## src/rtl/state_reg_unit.sv

```systemverilog
// State-holding stage of the two-bit Moore machine: input synchronizer, present-state
// register with enable, Moore output and a counter of entries into state 11.
module state_reg_unit #(
   parameter int SYNC_STAGES = 2,
   parameter int CNT_W       = 8
) (
   input  logic             clk,
   input  logic             rst_n,
   input  logic             en,
   input  logic             clr,
   input  logic             x_in,
   input  logic             d1,
   input  logic             d0,
   output logic             q1,
   output logic             q0,
   output logic             x,
   output logic             z,
   output logic [CNT_W-1:0] cnt,
   output logic             ovf
);

   generate
      if (SYNC_STAGES < 2) begin : g_bad_sync
         $error("state_reg_unit: SYNC_STAGES must be at least 2");
      end
   endgenerate

   // Increment with the carry out exposed so the wrap can set the sticky flag.
   function automatic logic [CNT_W:0] inc_wrap(input logic [CNT_W-1:0] v);
      return {1'b0, v} + {{CNT_W{1'b0}}, 1'b1};
   endfunction

   logic [SYNC_STAGES-1:0] r_sync;
   logic [1:0]             r_q;
   logic [CNT_W-1:0]       r_cnt;
   logic                   r_ovf;

   logic [1:0]             w_d;
   logic                   w_entry;
   logic [CNT_W:0]         w_cnt_inc;

   assign w_d       = {d1, d0};
   assign w_entry   = en && (w_d == 2'b11) && (r_q != 2'b11);
   assign w_cnt_inc = inc_wrap(r_cnt);

   // Synchronizer shifts every cycle regardless of en or clr.
   always_ff @(posedge clk or negedge rst_n) begin
      if (!rst_n) begin
         r_sync <= '0;
      end else begin
         r_sync <= {r_sync[SYNC_STAGES-2:0], x_in};
      end
   end

   always_ff @(posedge clk or negedge rst_n) begin
      if (!rst_n) begin
         r_q <= 2'b00;
      end else if (en) begin
         r_q <= w_d;
      end
   end

   // clr wins over a simultaneous entry; the entry is dropped.
   always_ff @(posedge clk or negedge rst_n) begin
      if (!rst_n) begin
         r_cnt <= '0;
         r_ovf <= 1'b0;
      end else if (clr) begin
         r_cnt <= '0;
         r_ovf <= 1'b0;
      end else if (w_entry) begin
         r_cnt <= w_cnt_inc[CNT_W-1:0];
         if (w_cnt_inc[CNT_W]) begin
            r_ovf <= 1'b1;
         end
      end
   end

   assign q1  = r_q[1];
   assign q0  = r_q[0];
   assign x   = r_sync[SYNC_STAGES-1];
   assign z   = r_q[1] & r_q[0];
   assign cnt = r_cnt;
   assign ovf = r_ovf;

endmodule

```

## config.mk

```make
export PLATFORM = sky130hd
export DESIGN_NAME = state_reg_unit
export DESIGN_NICKNAME = d
export VERILOG_FILES = /design/src/rtl/state_reg_unit.sv
export SDC_FILE = /design/constraint.sdc
export NUM_CORES = 1
export LEC_CHECK = 0
export CORE_MARGIN = 2
export CORE_UTILIZATION = 30
export DETAILED_ROUTE_END_ITERATION = 6
export SLEW_MARGIN = 30
export SYNTH_ARGS = -nofsm -noshare
export SYNTH_HDL_FRONTEND = slang
export SYNTH_SLANG_ARGS = --single-unit
```

## constraint.sdc

```tcl
create_clock -name clk -period 1.9 [get_ports clk]
set_clock_uncertainty 0.2 [all_clocks]
set_input_delay 0.38 -clock clk [delete_from_list [all_inputs] [get_ports clk]]
set_output_delay 0.38 -clock clk [all_outputs]
set_load 0.02 [all_outputs]
```

==> results.cfg <==
[status]
outcome = finished, final reports clean

[routing]
wl_mm = 1.293
antenna_left = 0
drcViolationCount = 0
route.detailed.vias_per_inst = 4.618
count_of_vias_placed_by_the_detailed_router = 508
detail_route.wl_per_cell_um = 11.75
drt_first_pass_iters = 4
drt_iter0_drc = 10

[synth]
adder_cell_area_share_of_the_yosys_netlist = 0.02041
post-synth-top-area-cell = sky130_fd_sc_hd__dfrtp_1
synthesized_area_fraction_occupied_by_xor_and_xnor_cells = 0.08571
netlist_instances = 55
synth_top_cells_by_area = sky130_fd_sc_hd__dfrtp_1 53%, sky130_fd_sc_hd__nor2_1 6.1%, sky130_fd_sc_hd__xnor2_1 5.7%
synthesis.yosys.warnings = 0
synth.net_count = 63
post_synth_num_cell_types = 22
synth_compound_area_frac = 0.02449
synthSimpleGateAreaFrac = 0.2653
syn-cell-area_um2 = 613.1
fraction_of_synthesized_area_in_multiplexers = 0.06122
count_of_state_elements_after_synthesis = 13
synth_common_cells = 13 x sky130_fd_sc_hd__dfrtp_1, 10 x sky130_fd_sc_hd__nor2_1, 4 x sky130_fd_sc_hd__nand2_1, 4 x sky130_fd_sc_hd__xnor2_1, 3 x sky130_fd_sc_hd__nand3_1
yosysMostFrequentCell = sky130_fd_sc_hd__dfrtp_1
synth_top_cell_area_share = 0.5306
post_synth.cell_area_avg_um2 = 11.15
synth-edff-count = 0
synth-main-ff-cell = sky130_fd_sc_hd__dfrtp_1
synth_async_sr_flop_share = 1.000
synth-seq-area-share = 0.5306
main_combinational_cell_family_by_area_after_synthesis = simple AND/OR/NAND/NOR gates

[power_and_ir_drop]
vdd_drop_max_mv = 0.2694
cellLeakagePower_nw = 0.4371
cellPowerDensity_nw_per_um2 = 596.3

[clock_network]
clk_latency_ps = 260
tritoncts.num_buffers = 3
cts_tree = built
holdBufCountCts = 0
cts_max_level = 1
clk_path_buf_depth = 2
clock-root-buffer = sky130_fd_sc_hd__clkbuf_4
cts.clk_slew.worst_paths_ps = 70
clock-sinks = 13

[timing]
finalSetupTns_ps = 0
max_slew_margin = 0.8354
setup-violations-final = 0
final_max_slew_violation_count = 0
hold_viol = 0
grt_setup_unrepaired = no
final.min_clock_period_ps = 1851
max_freq_ghz = 0.5402
finalCritPeriodShare = 0.9742
final.setup.worst_slack_ps = 48.94
worst_slew_pin_slew_ps = 244.8

[worst_setup_path]
worstSetupPathType = flip-flop to output port
crit-reg2reg-launch = r_q[1]$_DFFE_PN0P_
worst_path_bufs_invs = 1
timing.critical_path.slowest_cell_delay_ps = 620
regToRegEndpoint = cnt[7]$_DFFE_PN0P_
timing.critical_path.slowest_stage_cell = sky130_fd_sc_hd__clkdlybuf4s50_1
crit_path_end_kind = output port
worstPathRequired_ps = 1320
critical_path_data_arrival_time_ps = 1270
ff2ff_path_depth = 6
critical-path-top-delay-family = buffers and inverters
start_kind = flip-flop
r2r_setup_slack_ps = 240
timing.critical_path.fanout_max = 3
crit_chain = clkdlybuf4s50_1

[global_routing]
grt_start_max_net_pins = 14
number_of_global_route_vias_before_repair = 541
grt_first_pass_wirelength_mm = 2.249
globalRoute.totalOverflow = 0
antenna_found_initial = 0
groute.usage.overall = 0.1201

[die]
start_util = 0.3157
floorplan.io_pins = 20
die-area_um2 = 2421
floorplan.rows = 16
core_region_area_um2 = 1942
die-width_um = 49.21
die_h_um = 49.21

[cells_and_area]
antenna_cells_inserted = 0
synthToLayoutAreaGrowth_pct = 47.14
drive_above_1_share = 0.2169
nNetsFinal = 92
fin_util = 0.4646
instances_no_fill = 110
num-fill-cells = 198
final_design_area_excluding_fillers_um2 = 902.1

[placement]
post-place-cells = 106
detailedPlace.worstSlack_ps = -68.96
routability_cong = 0.7571
hpwl_um = 986.9
portBuffers = 19
postPlaceCellArea_um2 = 878.3

[hold_path]
hold_path_depth = 0
whs_endpoint = r_sync[1]$_DFF_PN0_
holdCritStartpoint = r_sync[0]$_DFF_PN0_
holdCritPathClass = flip-flop to flip-flop

[run]
max-cap-violations = 0
==> final cells by class <==
cell class / count / area (µm²) / share of cell area
Tap cell: 27 / 33.78 / 0.03745
Clock buffer: 4 / 26.28 / 0.02913
Timing Repair Buffer: 25 / 232.7 / 0.2580
Multi-Input combinational cell: 40 / 280.3 / 0.3107
Inverter: 1 / 3.754 / 0.004161
Sequential cell: 13 / 325.3 / 0.3606
==> power breakdown <==
group	internal [mW]	switching (mW)
Clock	0.0811	0.0828
Sequential	0.284	0.00638
Combinational	0.0407	0.0426
==> through the flow <==
step | hold slack (ps) | total power, mW
floorplan | -115.6 | 0.3278
global placement | 136.8 | 0.3819
detailed placement | 135.5 | 0.3829
CTS | 167.5 | 0.5472
global route | 170.3 | 0.5684
finish | 164.7 | 0.5379
==> sequential cells by signal, summed over array words and instances (netlist names) <==
signal,cells
cnt,8
r_q,2
r_sync,2
ovf,1
==> placed cells by master, fill, tap and decap left out, drive strengths merged <==
cell type       n
mux2            3
nand3           5
xnor2           4
a21oi           2
and4            1
dlymetal6s2s    2
nor2b           1
dfrtp          13
xor2            2
clkdlybuf4s50  11
nor2           10
o21ai           1
and3            1
nor3            3
inv             1
ha              1
clkbuf          4
nand2           4
nand4           1
buf             6
nor4            1
dlygate4sd2     6
==> worst max-delay path by stage <==
stage	from	to	slack [ps]	cells after the start
2_1_floorplan	r_q[0]$_DFFE_PN0P_	cnt[7]$_DFFE_PN0P_	290	5
3_3_place_gp	d0	cnt[7]$_DFFE_PN0P_	-30	5
3_5_place_dp	d0	cnt[7]$_DFFE_PN0P_	-70	5
4_1_cts	cnt[4]$_DFFE_PN0P_	cnt[4]	10	1
5_1_grt	cnt[5]$_DFFE_PN0P_	cnt[5]	8	1
6_report	cnt[5]$_DFFE_PN0P_	cnt[5]	50	1
==> cells by family (layout without fill, tap and decap cells) <==
family,count (synthesis),in the layout
simple gates,27,27
flops,13,13
xor+xnor,6,6
compound gates,3,3
mux,3,3
buf+inv,2,30
fa+ha+maj,1,1
==> layer usage <==
metal,part of all wire,track usage,up-vias
met5,0,0,-
met4,0.0070,0.05714,0
met3,0.032,0.02761,2
met2,0.49,0.1982,12
met1,0.47,0.1467,249
li1,-,-,245
==> what timing repair did <==
action / CTS / global route
setup buffers: 0 / 0
setup endpoints to repair: 6 / 2
resized for setup: 6 / 2
Power figures use the tool's default switching activity.
